$ cat config.mk
export PLATFORM = sky130hd
export DESIGN_NAME = ir_packet_tx
export DESIGN_NICKNAME = d
export VERILOG_FILES = /design/src/rtl/ir_packet_tx.sv
export SDC_FILE = /design/constraint.sdc
export NUM_CORES = 1
export LEC_CHECK = 0
export CORE_MARGIN = 3
export CORE_UTILIZATION = 40
export CTS_CLUSTER_SIZE = 30
export DETAILED_ROUTE_END_ITERATION = 7
export MAX_ROUTING_LAYER = met4
export PLACE_DENSITY = 0.62
export SLEW_MARGIN = 20
export SYNTH_ARGS = -nofsm -noshare
export SYNTH_HDL_FRONTEND = slang
export SYNTH_SLANG_ARGS = --single-unit
$ cat constraint.sdc
create_clock -name clk -period 7.6 [get_ports clk]
set_input_delay 1.52 -clock clk [delete_from_list [all_inputs] [get_ports clk]]
set_output_delay 1.52 -clock clk [all_outputs]
set_load 0.1 [all_outputs]
$ cat src/rtl/ir_packet_tx.sv
// IR car-control packet transmitter: every TICK_CYCLES it sends start, car-select and four direction bursts, each followed by a gap.
// car packing (MSB first): {half_period, start_burst, car_select_burst, gap_size, assert_burst, deassert_burst}.
module ir_packet_tx #(
  parameter int TICK_CYCLES = 10_000_000,
  parameter int HP_W        = 16,
  parameter int CNT_W       = 8
) (
  input  logic                      clk,
  input  logic                      reset,
  input  logic [HP_W+5*CNT_W-1:0]   car,
  input  logic [3:0]                command,
  output logic                      ir_led,
  output logic                      busy,
  output logic                      packet_done
);

  localparam int CAR_W = HP_W + 5*CNT_W;
  localparam int TW    = $clog2(TICK_CYCLES + 1);

  // Segment index doubles as the FSM state; even = burst, odd = gap.
  localparam logic [3:0] SEG_START  = 4'd0;
  localparam logic [3:0] SEG_SELECT = 4'd2;
  localparam logic [3:0] SEG_RIGHT  = 4'd4;
  localparam logic [3:0] SEG_LEFT   = 4'd6;
  localparam logic [3:0] SEG_BACK   = 4'd8;
  localparam logic [3:0] SEG_FWD    = 4'd10;
  localparam logic [3:0] SEG_END    = 4'd12;

  function automatic logic [CNT_W-1:0] seg_count(input logic [3:0] s,
                                                 input logic [CAR_W-1:0] c,
                                                 input logic [3:0] cmd);
    logic [CNT_W-1:0] st, sel, gap, asb, deb, r;
    {st, sel, gap, asb, deb} = c[5*CNT_W-1:0];
    r = '0;
    if (s[0] && s < SEG_END) r = gap;
    else begin
      case (s)
        SEG_START:  r = st;
        SEG_SELECT: r = sel;
        SEG_RIGHT:  r = cmd[0] ? asb : deb;
        SEG_LEFT:   r = cmd[1] ? asb : deb;
        SEG_BACK:   r = cmd[2] ? asb : deb;
        SEG_FWD:    r = cmd[3] ? asb : deb;
        default:    r = '0;
      endcase
    end
    return r;
  endfunction

  // First segment at or after 'from' with a nonzero count, so empty segments cost no cycles.
  function automatic logic [3:0] first_seg(input logic [3:0] from,
                                           input logic [CAR_W-1:0] c,
                                           input logic [3:0] cmd);
    logic [3:0] r;
    r = SEG_END;
    for (int i = 11; i >= 0; i--)
      if (4'(i) >= from && seg_count(4'(i), c, cmd) != '0) r = 4'(i);
    return r;
  endfunction

  logic [TW-1:0]    tick_cnt;
  logic [CAR_W-1:0] car_q;
  logic [3:0]       cmd_q;
  logic [3:0]       seg;
  logic [CNT_W-1:0] pcnt;
  logic [HP_W-1:0]  hcnt;
  logic             phase;

  logic             tick;
  logic [HP_W-1:0]  hp_f, hp_m1;
  logic             half_end;
  logic [3:0]       launch_seg, nxt_seg;

  always_comb begin
    tick       = (tick_cnt == TW'(TICK_CYCLES - 1));
    hp_f       = car_q[CAR_W-1 -: HP_W];
    hp_m1      = (hp_f == '0) ? '0 : hp_f - HP_W'(1);
    half_end   = (hcnt == hp_m1);
    launch_seg = first_seg(SEG_START, car, command);
    nxt_seg    = first_seg(seg + 4'd1, car_q, cmd_q);
  end

  always_ff @(posedge clk) begin
    if (reset) begin
      tick_cnt    <= '0;
      car_q       <= '0;
      cmd_q       <= '0;
      seg         <= SEG_START;
      pcnt        <= '0;
      hcnt        <= '0;
      phase       <= 1'b0;
      busy        <= 1'b0;
      ir_led      <= 1'b0;
      packet_done <= 1'b0;
    end else begin
      tick_cnt    <= tick ? '0 : tick_cnt + TW'(1);
      packet_done <= 1'b0;
      if (!busy) begin
        ir_led <= 1'b0;
        if (tick) begin
          car_q <= car;
          cmd_q <= command;
          seg   <= launch_seg;
          pcnt  <= seg_count(launch_seg, car, command);
          hcnt  <= '0;
          phase <= 1'b0;
          if (launch_seg == SEG_END) packet_done <= 1'b1;
          else begin
            busy   <= 1'b1;
            ir_led <= ~launch_seg[0];
          end
        end
      end else if (half_end) begin
        hcnt <= '0;
        if (!phase) begin
          phase  <= 1'b1;
          ir_led <= 1'b0;
        end else if (pcnt != CNT_W'(1)) begin
          phase  <= 1'b0;
          pcnt   <= pcnt - CNT_W'(1);
          ir_led <= ~seg[0];
        end else if (nxt_seg == SEG_END) begin
          busy        <= 1'b0;
          packet_done <= 1'b1;
          ir_led      <= 1'b0;
        end else begin
          seg    <= nxt_seg;
          pcnt   <= seg_count(nxt_seg, car_q, cmd_q);
          phase  <= 1'b0;
          ir_led <= ~nxt_seg[0];
        end
      end else begin
        hcnt <= hcnt + HP_W'(1);
      end
    end
  end

endmodule

==> impl_metrics.csv <==
group,metric,value,unit
run_status,outcome,"finished clean",
power,p_sw_share,24.0,%
yosys,synth-seq-area-share,29.2,%
final_layout,layout.cells.non_filler,1333,
yosys,ys_seq_elements,116,
yosys,synth_top_family_by_area,"simple AND/OR/NAND/NOR gates",
clock_tree,cts_tree,"done",
sta,maxSlewViolCount,0,
detailed_routing,drt_wl_total,25600,um
clock_tree,post_cts_resized,0,
floorplanning,rows,50,
yosys,netlist_area,7950,um^2
hold_path,hp-class,"flop to flop",
detailed_routing,ant_nets,0,
yosys,netlist_instances,1033,
setup_path,startpoint_type,"input port",
yosys,syn_nets,1103,
final_layout,final_cell_mix,"188 x nand2_1, 116 x dfxtp_1, 112 x a21oi_1, 70 x nor2_1, 63 x clkdlybuf4s50_1",
sta,setup_tns,0,ps
final_layout,n_antenna_cell,0,
final_layout,final_common_cell,"nand2_1",
sta,fmax,228,MHz
clock_tree,clockRootBuffer,"clkbuf_16",
power,clkPwrFrac,53.7,%
sta,setup_viol,0,
place,dpl.hpwl,18600,um
yosys,synth_edf_count,0,
detailed_routing,drc,0,
detailed_routing,wl_per_cell,19.2,um
detailed_routing,dr_total_vias,8090,
clock_tree,cts_sinks,116,
clock_tree,postCtsSetupBuffers,0,
sta,rsz0062_at_grt,"false",
sta,skew,12.5,ps
yosys,synthArstFlopShare,0,%
sta,finalCritPeriodShare,57.7,%
floorplanning,die_area,21600,um^2
setup_path,cp_max_fo,8,
detailed_routing,routed_via_density,6.07,
clock_tree,cts_buffers,17,
clock_tree,holdBufCountCts,0,
setup_path,worst_setup_path_end_kind,"flop",
detailed_routing,firstDrtPassIters,6,
clock_tree,clkSlewWorstSetupHoldPaths,60,ps
sta,fin_ws,3210,ps
floorplanning,die_y,147,um
floorplanning,core_area,19100,um^2
grt,grt_pass1_wl,40800,um
sta,tightest_slew,1050,ps
floorplanning,die_width,147,um
floorplanning,io_pins,65,
clock_tree,htreeDepth,4,
yosys,synth_xor_area_share,4.94,%
grt,grt_remaining_overflow,0,
final_layout,layout-drive-gt1-share,8.39,%
setup_path,cp.required,7960,ps
sta,hold_viol,0,
power,power_density,162,nW/um^2
grt,grt_max_degree,92,
setup_path,crit_arrival,4750,ps
floorplanning,start_util,41.5,%
power,sequentialPowerShare,40.6,%
yosys,syn_area_per_cell,7.70,um^2
yosys,yosys.area_share.simple,30.5,%
grt,grt.total_usage,24.2,%
grt,grt_pass1_vias,7399,
yosys,synth_compound_area_share,25.8,%
place,dpl.cell_count,1301,
power,combPwrFrac,5.7,%
setup_path,timing.setup.critical_path_class,"input port to flop",
place,pre_cts_slack,2860,ps
sta,layout_min_cycle_time,4390,ps
place,io_buffer_count,64,
grt,antenna_found_initial,0,
place,placed_area,8680,um^2
detailed_routing,drt-initial-drc-count,740,
sta,max_slew_margin,30.1,%
power,leakage,3.00,nW
power,intPower,1.14,mW
job,drv_cap,0,
yosys,ys_types,106,
yosys,synth.area.mux_share,3.68,%
yosys,synth_ff_type,"dfxtp_1",
final_layout,final_nets,1130,
yosys,synth-warning-count,0,
clock_tree,clk_latency,430,ps
place,gp_congestion,0.992,
power,vdd_ir_drop_max,0.000111,V
clock_tree,clk_path_buf_depth,2,
final_layout,fin_area,9270,um^2
final_layout,synthToLayoutAreaGrowth,16.6,%
power,p_sw,0.361,mW
yosys,yosys.area_share.adder,1.26,%
-- path summary, 6_finish.rpt --
| kind | from | to | slack (ps) | cells after the start |
|---|---|---|---|---|
| setup reg to reg | car_q[40] | hcnt[14] | 3670 | 11 |
| hold reg to reg | tick_cnt[0] | tick_cnt[0] | 450 | 1 |
| setup / recovery | car[1] | pcnt[5] | 3210 | 10 |
| hold / removal | tick_cnt[0] | tick_cnt[0] | 450 | 1 |
-- cells in the mapped netlist, types with 10 or more instances --
cell	instances	share of area [%]
nand3_1	31	2.0
nor2_1	71	3.4
nand2b_1	20	1.6
xor2_1	20	2.2
nand4_1	15	1.2
inv_1	18	0.85
dfxtp_1	116	29
xnor2_1	18	2.0
nor3_1	25	1.6
buf_2	11	0.69
mux2i_1	18	2.3
and3_1	16	1.3
nand2_1	188	8.9
o22ai_1	10	0.79
a311oi_1	14	1.5
a221oi_1	11	1.2
clkbuf_1	38	1.8
o211ai_1	16	1.5
nor4_1	18	1.4
a21oi_1	112	7.0
o21ai_0	30	1.9
or4_1	21	2.0
-- cells by family (layout without fill, tap and decap cells) --
kind of cell               Yosys count  after routing
and+or+nand+nor                    465            465
AOI/OAI and AO/OA                  295            295
DFF                                116            116
buffers and inverters               80            120
adders and majority gates            8              8
xor gates and xnor gates            41             41
muxes                               28             28
-- worst max-delay path, stage by stage --
cell             delay (ps)
clkdlybuf4s50_1         520
or4_1                   580
o211ai_1                340
o221ai_1                290
a2111oi_4               670
nand2_1                 150
o2bb2a_1                310
o21ai_0                 130
o21ai_1                 120
o2bb2ai_1               130
-- layout make-up --
type	count	area, um^2
fillers	1907	9870
inverters	19	71.3
flip-flops and latches	116	2320
repair buffers	69	676
clock inverters	14	155
multi-input cells	837	5280
clock buffers	18	439
well taps	260	325
-- sequential cells by signal (all words and copies together), names as in the netlist --
name and cells:
car_q 56, tick_cnt 24, hcnt 16, pcnt 8, cmd_q 4, seg 4, busy 1, ir_led 1
packet_done 1, phase 1
-- metal layers --
metal / global-route usage [%] / share of wire (%) / vias up
met5: - / 0 / -
met4: 6.90 / 2.0 / 0
met3: 5.86 / 7.5 / 47
met2: 33.6 / 43 / 303
met1: 34.7 / 48 / 3828
li1: - / - / 3912
-- metrics by stage --
step	hold slack [ps]	total power [mW]	util [%]
3_3_place_gp	432	0.709	45.3
6_report	445	1.50	48.4
3_5_place_dp	438	0.709	45.3
4_1_cts	451	1.51	48.4
5_1_grt	470	1.55	48.4
2_1_floorplan	418	0.657	-
-- power groups by stage --
stage / Sequential (mW) / Combinational (mW) / Clock [mW]
detailed placement: 0.624 / 0.0848 / 0
finish: 0.611 / 0.0864 / 0.807
global route: 0.611 / 0.0920 / 0.844
global placement: 0.624 / 0.0853 / 0
floorplan: 0.624 / 0.0337 / 0
CTS: 0.611 / 0.0852 / 0.815
(Power assumes the default switching activity.)
